### config.mk
export PLATFORM = sky130hd
export DESIGN_NAME = shared_reg_arbiter
export DESIGN_NICKNAME = d
export VERILOG_FILES = /design/src/rtl/shared_reg_arbiter.sv
export SDC_FILE = /design/constraint.sdc
export NUM_CORES = 1
export LEC_CHECK = 0
export ABC_AREA = 1
export CAP_MARGIN = 30
export CORE_AREA = 2 2 78 80
export DETAILED_ROUTE_END_ITERATION = 6
export DIE_AREA = 0 0 80 82
export PLACE_DENSITY = 0.6
export RECOVER_POWER = 50
export SLEW_MARGIN = 20
export SYNTH_ARGS = -nofsm -noshare
export SYNTH_HDL_FRONTEND = slang
export SYNTH_SLANG_ARGS = --single-unit
### constraint.sdc
create_clock -name clk -period 3.2 [get_ports clk]
set_input_delay 0.96 -clock clk [delete_from_list [all_inputs] [get_ports clk]]
set_output_delay 0.96 -clock clk [all_outputs]
set_load 0.01 [all_outputs]
### src/rtl/shared_reg_arbiter.sv
// Round-robin arbiter that lends one shared W-bit holding register to N requesters.
// Define ARB_TIMEOUT_EN to bound each ownership to MAX_HOLD cycles and pulse timeout on forced release.
module shared_reg_arbiter #(
  parameter int N        = 4,
  parameter int W        = 8,
  parameter int MAX_HOLD = 16,
  localparam int OW      = (N > 1) ? $clog2(N) : 1
) (
  input  logic           clk,
  input  logic           rst,
  input  logic [N-1:0]   req,
  input  logic [N*W-1:0] wdata,
  output logic [N-1:0]   gnt,
  output logic [OW-1:0]  owner_id,
  output logic [W-1:0]   q,
  output logic           busy,
  output logic           stat,
  output logic           timeout
);

  typedef enum logic {S_IDLE, S_OWN} state_e;

  state_e        state_q;
  logic [N-1:0]  gnt_q;
  logic [OW-1:0] owner_q;
  logic [OW-1:0] last_q;
  logic [W-1:0]  data_q;
  logic [W-1:0]  wdata_a [N];
  logic [OW-1:0] win_d;
  logic          win_vld_d;
  logic [OW-1:0] scan_idx;

  genvar gi;
  generate
    for (gi = 0; gi < N; gi++) begin : g_unpack
      assign wdata_a[gi] = wdata[gi*W +: W];
    end
  endgenerate

  // First requester at or after last+1 (wrapping) wins.
  always_comb begin
    win_d     = '0;
    win_vld_d = 1'b0;
    scan_idx  = '0;
    for (int k = 1; k <= N; k++) begin
      scan_idx = OW'((int'(last_q) + k) % N);
      if (!win_vld_d && req[scan_idx]) begin
        win_vld_d = 1'b1;
        win_d     = scan_idx;
      end
    end
  end

`ifdef ARB_TIMEOUT_EN
  localparam int HW = $clog2(MAX_HOLD + 1);
  logic [HW-1:0] hold_q;
  logic          timeout_q;
`endif

  always_ff @(posedge clk) begin
    if (rst) begin
      state_q <= S_IDLE;
      gnt_q   <= '0;
      owner_q <= '0;
      last_q  <= OW'(N - 1);
      data_q  <= '0;
`ifdef ARB_TIMEOUT_EN
      hold_q    <= '0;
      timeout_q <= 1'b0;
`endif
    end else begin
`ifdef ARB_TIMEOUT_EN
      timeout_q <= 1'b0;
`endif
      case (state_q)
        S_IDLE: begin
          if (win_vld_d) begin
            state_q <= S_OWN;
            gnt_q   <= {{(N-1){1'b0}}, 1'b1} << win_d;
            owner_q <= win_d;
            last_q  <= win_d;
            data_q  <= wdata_a[win_d];
`ifdef ARB_TIMEOUT_EN
            hold_q  <= HW'(1);
`endif
          end
        end
        S_OWN: begin
          // A dropped request releases without sampling that cycle's data.
          if (!req[owner_q]) begin
            state_q <= S_IDLE;
            gnt_q   <= '0;
`ifdef ARB_TIMEOUT_EN
          end else if (hold_q == HW'(MAX_HOLD)) begin
            state_q   <= S_IDLE;
            gnt_q     <= '0;
            timeout_q <= 1'b1;
            data_q    <= wdata_a[owner_q];
`endif
          end else begin
            data_q <= wdata_a[owner_q];
`ifdef ARB_TIMEOUT_EN
            hold_q <= hold_q + 1'b1;
`endif
          end
        end
        default: state_q <= S_IDLE;
      endcase
    end
  end

  assign gnt      = gnt_q;
  assign owner_id = owner_q;
  assign q        = data_q;
  assign busy     = (state_q == S_OWN);
  assign stat     = ~busy;
`ifdef ARB_TIMEOUT_EN
  assign timeout  = timeout_q;
`else
  assign timeout  = 1'b0;
`endif

endmodule

======== Yosys cells after proc, flatten, opt, wreduce, memory -nomap -nowiden ========
Cells that the tools add are included.
word-level totals
  output and inout bits ................... 17
  bits of input ports ..................... 38
  logic and storage cells ................. 65
  bits in registers ....................... 17
operators by class
  add/sub/neg operators ................... 4
  order comparisons ....................... 7
  shift-type cells ........................ 1
  equal/unequal tests ..................... 3
  muxes and demuxes ....................... 33
  bitwise gates (word level) .............. 3
  reduce and logical (&&, ||, !) cells .... 9
operators by type and width
  cell                 count
  $mux 8               6
  $bmux 8 s2           2
  $pmux 8 s2           1
  $lt 2x3->1 const B   5
  $mux 1               11
  $bmux 1 s2           5
  $mux 2               4
  $mux 4               2
  $pmux 4 s2           1
  $ge 3x3->1 const B   2
  $not 2->3            2
  $reduce_and 2->1     3
  $add 2x1->2 const B  2
  $add 2x2->2 const B  2
  $ne 2x1->1 const B   2
  $shl 1x2->4 const A  1
  $logic_and 1x1->1    3
  $logic_not 1->1      3
  $ne 2x2->1 const B   1
  $pmux 1 s2           1
  $not 1->1            1

======== Depth between registers and ports, before layout ========
  depth in word-level cells ............... 19
  gate-level depth with buffers ........... 18
  depth with buffers taken out ............ 15

======== Worst setup path after synthesis ========
No wires, ideal clock.
  path kind ............................... input port to flip-flop
  start ................................... in req[3]
  end ..................................... reg data_q[3] (netlist: q[3])
  library setup time ...................... 134 ps
  arrival time ............................ 2104 ps
  slack ................................... 962 ps
  path buffers ............................ 1
  required time ........................... 3066 ps
  stages .................................. 13
  path through ............................ inv_1 -> nand2_1 -> nand3_1 -> nand2_2 -> nor2_8 -> nand3b_1 -> nand2_1 -> nand2_1 -> inv_2 -> buf_2 -> nor2_1 -> o21ai_1 -> a21oi_1
on the way
  word-level cells in the longest chain between the ends .. 18
  elaborated cells between the ends (all ways) .. 33
  those cells by class .................... eq/ne: 2; mux: 23; bitwise: 1; reduce/logical: 7
ends and longest elaborated chain
  element                                    line  RTL
  start: declaration                         11    input logic [N-1:0] req,
  $bmux 1 s2                                 47    if (!win_vld_d && req[scan_idx]) begin
  $mux 1 (not written as such)               47
  $mux 1                                     47
  $logic_not 1->1                            47
  $logic_and 1x1->1                          47
  $mux 1                                     47
  $logic_not 1->1                            47
  $logic_and 1x1->1                          47
  $mux 1                                     47
  $logic_not 1->1                            47
  $logic_and 1x1->1                          47
  $mux 2                                     47
  $not 2->3 (not written as such)            82    data_q <= wdata_a[win_d];
  $bmux 8 s2                                 82
  $mux 8 (not written as such) (2 in a row)  82
  $mux 8                                     77    if (win_vld_d) begin
  $pmux 8 s2                                 75    case (state_q)
  end signal: assignment                     82
  end signal: assignment                     101   data_q <= wdata_a[owner_q];
  end: declaration                           27    logic [W-1:0] data_q;
Several ways; a longest one is shown, not always the timed one. The select of a mux whose other input is x is not followed.
A chain may end at the register's enable or synchronous reset.

======== Worst setup path in the final report ========
  start ................................... in req[0]
  end ..................................... reg data_q[1] (netlist: q[1])
The elaborated chain is that of the path after synthesis.

==> reports/qor.csv <==
stage,metric,value,unit
drt,wl_met1,2328,µm
timing,tns,0,ns
timing,holdWs,0.4593,ns
floorplan,rows,28,
power,seq_power_share,0.156,
drt,drtIter0Drc,102,
min_path,worstHoldStart,gnt[1],
synthesis,synth_warnings,0,
critical_path,start_kind,input pin,
final_layout,fin_cells,394,
synthesis,syn_inst,276,
critical_path,r2r_slack,0.98,ns
synthesis,synth_nets,314,
floorplan,ioPinCount,55,
timing,report.final.slew_viol_count,0,
clock_tree,cts_buffer_depth,2,
floorplan,die_x,80,µm
drt,via_count,1848,
clock_tree,cts_tree,yes,
final_layout,layout_common_cells,"87 x nand2_1, 38 x clkdlybuf4s50_1, 25 x inv_1",
critical_path,path_max_fanout,17,
synthesis,synthArstFlopShare,0,
outcome,status,"finished, final reports clean",
floorplan,fp.dieH,82,µm
synthesis,postSynthAreaPerCell,5.998,µm²
timing,max_freq,351.3,MHz
global_routing,grt_pass1_wl,7872,µm
critical_path,crit_type,in -> reg,
power,comb_power_share,0.775,
drt,vias_per_cell,4.690,
critical_path,endpoint_kind,flop,
synthesis,synth-edff-count,0,
synthesis,synth_flop_cell,dfxtp_1,
synthesis,syn-cell-area,1655,µm²
timing,skew,0.005412,ns
global_routing,grt_max_degree,37,
clock_tree,numClockSinks,17,
placed_design,placed_cells,390,
global_routing,overflow,0,
power,clockPowerShare,0.069,
critical_path,worstReg2RegEnd,q[1],
timing,worstMarginPinSlew,0.6206,ns
final_layout,antennaDiodeCount,0,
synthesis,synth_seq_cells,17,
clock_tree,clk_pin_slew_worst_paths,0.07,ns
clock_tree,cts_root_buffer,clkbuf_8,
timing,finalHoldViolCount,0,
synthesis,ys_seq_area_frac,0.2056,
final_layout,drive_gt1_frac,0.1129,
final_layout,layout.nets,358,
drt,postRouteAntennaNets,0,
floorplan,initial_core_util,0.2881,
clock_tree,clk_latency,0.25,ns
critical_path,crit_required,3.37,ns
timing,setup_viol,0,
power,switchingPower,1.261,mW
drt,drc_errors,0,
min_path,worstHoldPathCells,2,
clock_tree,hold_buffers,0,
min_path,holdPathEnd,gnt[1],
critical_path,r2r_start,last_q[0],
timing,min_period_over_period,0.8895,
critical_path,rr_worst_depth,14,
final_layout,area_growth,35.83,%
flow_run,max_cap_violations,0,
clock_tree,cts_resized,0,
power,p_leak,0.9942,nW
placed_design,placement.io_buffers,53,
floorplan,fp.coreArea,5746,µm²
min_path,hold_class,reg -> reg,
drt,wl_met2,2086,µm
critical_path,cp.arrival,3.02,ns
placed_design,place_congestion,0.9171,
drt,top_layer,met4,
global_routing,antenna_found_initial,0,
placed_design,dpl.hpwl,3519,µm
final_layout,final_common_cell,nand2_1,
clock_tree,post_cts_buffers,0,
timing,finalCriticalPeriod,2.846,ns
drt,wl,4641,µm
global_routing,track_usage,0.1470,
clock_tree,htreeDepth,1,
drt,wl_met3,204,µm
floorplan,die_area,6560,µm²
timing,slew_headroom,0.5850,
drt,first_pass_iters,4,
power,vdd_drop_max,0.3878,mV
power,powerDensity,1025,nW/µm²
global_routing,grt_pass1_vias,1707,
power,cell_internal_pwr,1.044,mW
timing,rsz0062_at_grt,false,
drt,avgRoutedWirePerCell,11.78,µm
synthesis,yosysUniqueCellTypes,30,
power,swShare,0.5471,
clock_tree,cts-buffers-inserted,3,
[cell usage after synthesis, types with 2 or more instances]
| cell type | number | share of area |
|---|---|---|
| o211ai_1 | 9 | 0.041 |
| o21ai_1 | 9 | 0.027 |
| nand4_1 | 6 | 0.023 |
| nand2_4 | 2 | 0.014 |
| nand2_2 | 9 | 0.034 |
| dfxtp_1 | 17 | 0.21 |
| buf_6 | 6 | 0.041 |
| nor3_2 | 3 | 0.018 |
| clkbuf_1 | 9 | 0.020 |
| inv_2 | 5 | 0.011 |
| a31oi_1 | 7 | 0.026 |
| nand3_4 | 2 | 0.021 |
| inv_1 | 25 | 0.057 |
| nor2_1 | 12 | 0.027 |
| o21ai_0 | 16 | 0.048 |
| a21oi_1 | 21 | 0.063 |
| nand2_1 | 87 | 0.20 |
| a21oi_2 | 2 | 0.011 |
| nand3_1 | 18 | 0.054 |
[worst max-delay path by stage]
stage                       from  depth (start not counted)   end  slack [ns]
final                     req[0]                         14  q[1]        0.35
after CTS                 req[0]                         15  q[1]        0.44
after global routing      req[0]                         14  q[1]        0.14
after detailed placement  req[0]                         15  q[1]        0.20
after global placement    req[0]                         15  q[1]        0.22
after floorplan           req[3]                         13  q[3]        0.96
[per-layer routing]
| layer | global-route usage | up-vias |
|---|---|---|
| li1 | - | 989 |
| met1 | 0.2132 | 811 |
| met2 | 0.2367 | 46 |
| met3 | 0.009890 | 2 |
| met4 | 0.03559 | 0 |
| met5 | 0 | - |
[sequential cells by signal, indices dropped and copies added, names as in the netlist]
name and flops:
q 8, owner_id 2, busy 1, gnt 4, last_q 2
[cell type report]
type	instances	area [µm²]
Inverter	31	118.9
Clock inverter	1	5.005
Tap cell	75	93.84
Multi-Input combinational cell	210	1079
Timing Repair Buffer	57	570.5
Sequential cell	17	340.3
Fill cell	629	3497
Clock buffer	3	41.29
[logic make-up (layout without fill, tap and decap cells)]
group,count (synthesis),count (layout),share of synthesized area
AO/OA/AOI/OAI,66,66,0.2275
buffers and inverters,49,92,0.1429
flip-flops,17,17,0.2056
other,1,1,0.002265
AND/OR/NAND/NOR,143,143,0.4218
[power groups by stage]
| stage | sequential (mW) | clock (mW) | combinational, mW |
|---|---|---|---|
| final | 0.360 | 0.158 | 1.79 |
| after global routing | 0.373 | 0.175 | 2.03 |
| after CTS | 0.363 | 0.163 | 1.81 |
| after detailed placement | 0.367 | 0 | 1.81 |
| after global placement | 0.369 | 0 | 1.80 |
| after floorplan | 0.367 | 0 | 1.42 |
[critical path: stages]
cell and delay (ns):
dlygate4sd3_1 0.59, nand2_1 0.08, nand2_1 0.09, nand2_2 0.12, nand2_4 0.09, nor2_8 0.13, nand4_4 0.14, nand2_4 0.22
nand2_1 0.12, o21ai_0 0.21, inv_2 0.04, nand2_1 0.06, nand2_1 0.06, a21oi_2 0.10
[through the flow]
stage / utilization / cell area, µm² / power, mW / worst slack (ns)
finish: 0.3913 / 2248 / 2.304 / 0.3536
floorplan: - / 1655 / 1.788 / 0.9620
detailed placement: 0.3837 / 2205 / 2.176 / 0.1960
global route: 0.3913 / 2248 / 2.577 / 0.1439
CTS: 0.3918 / 2251 / 2.339 / 0.4389
global placement: 0.3837 / 2205 / 2.170 / 0.2152
Power figures use the tool's default switching activity.
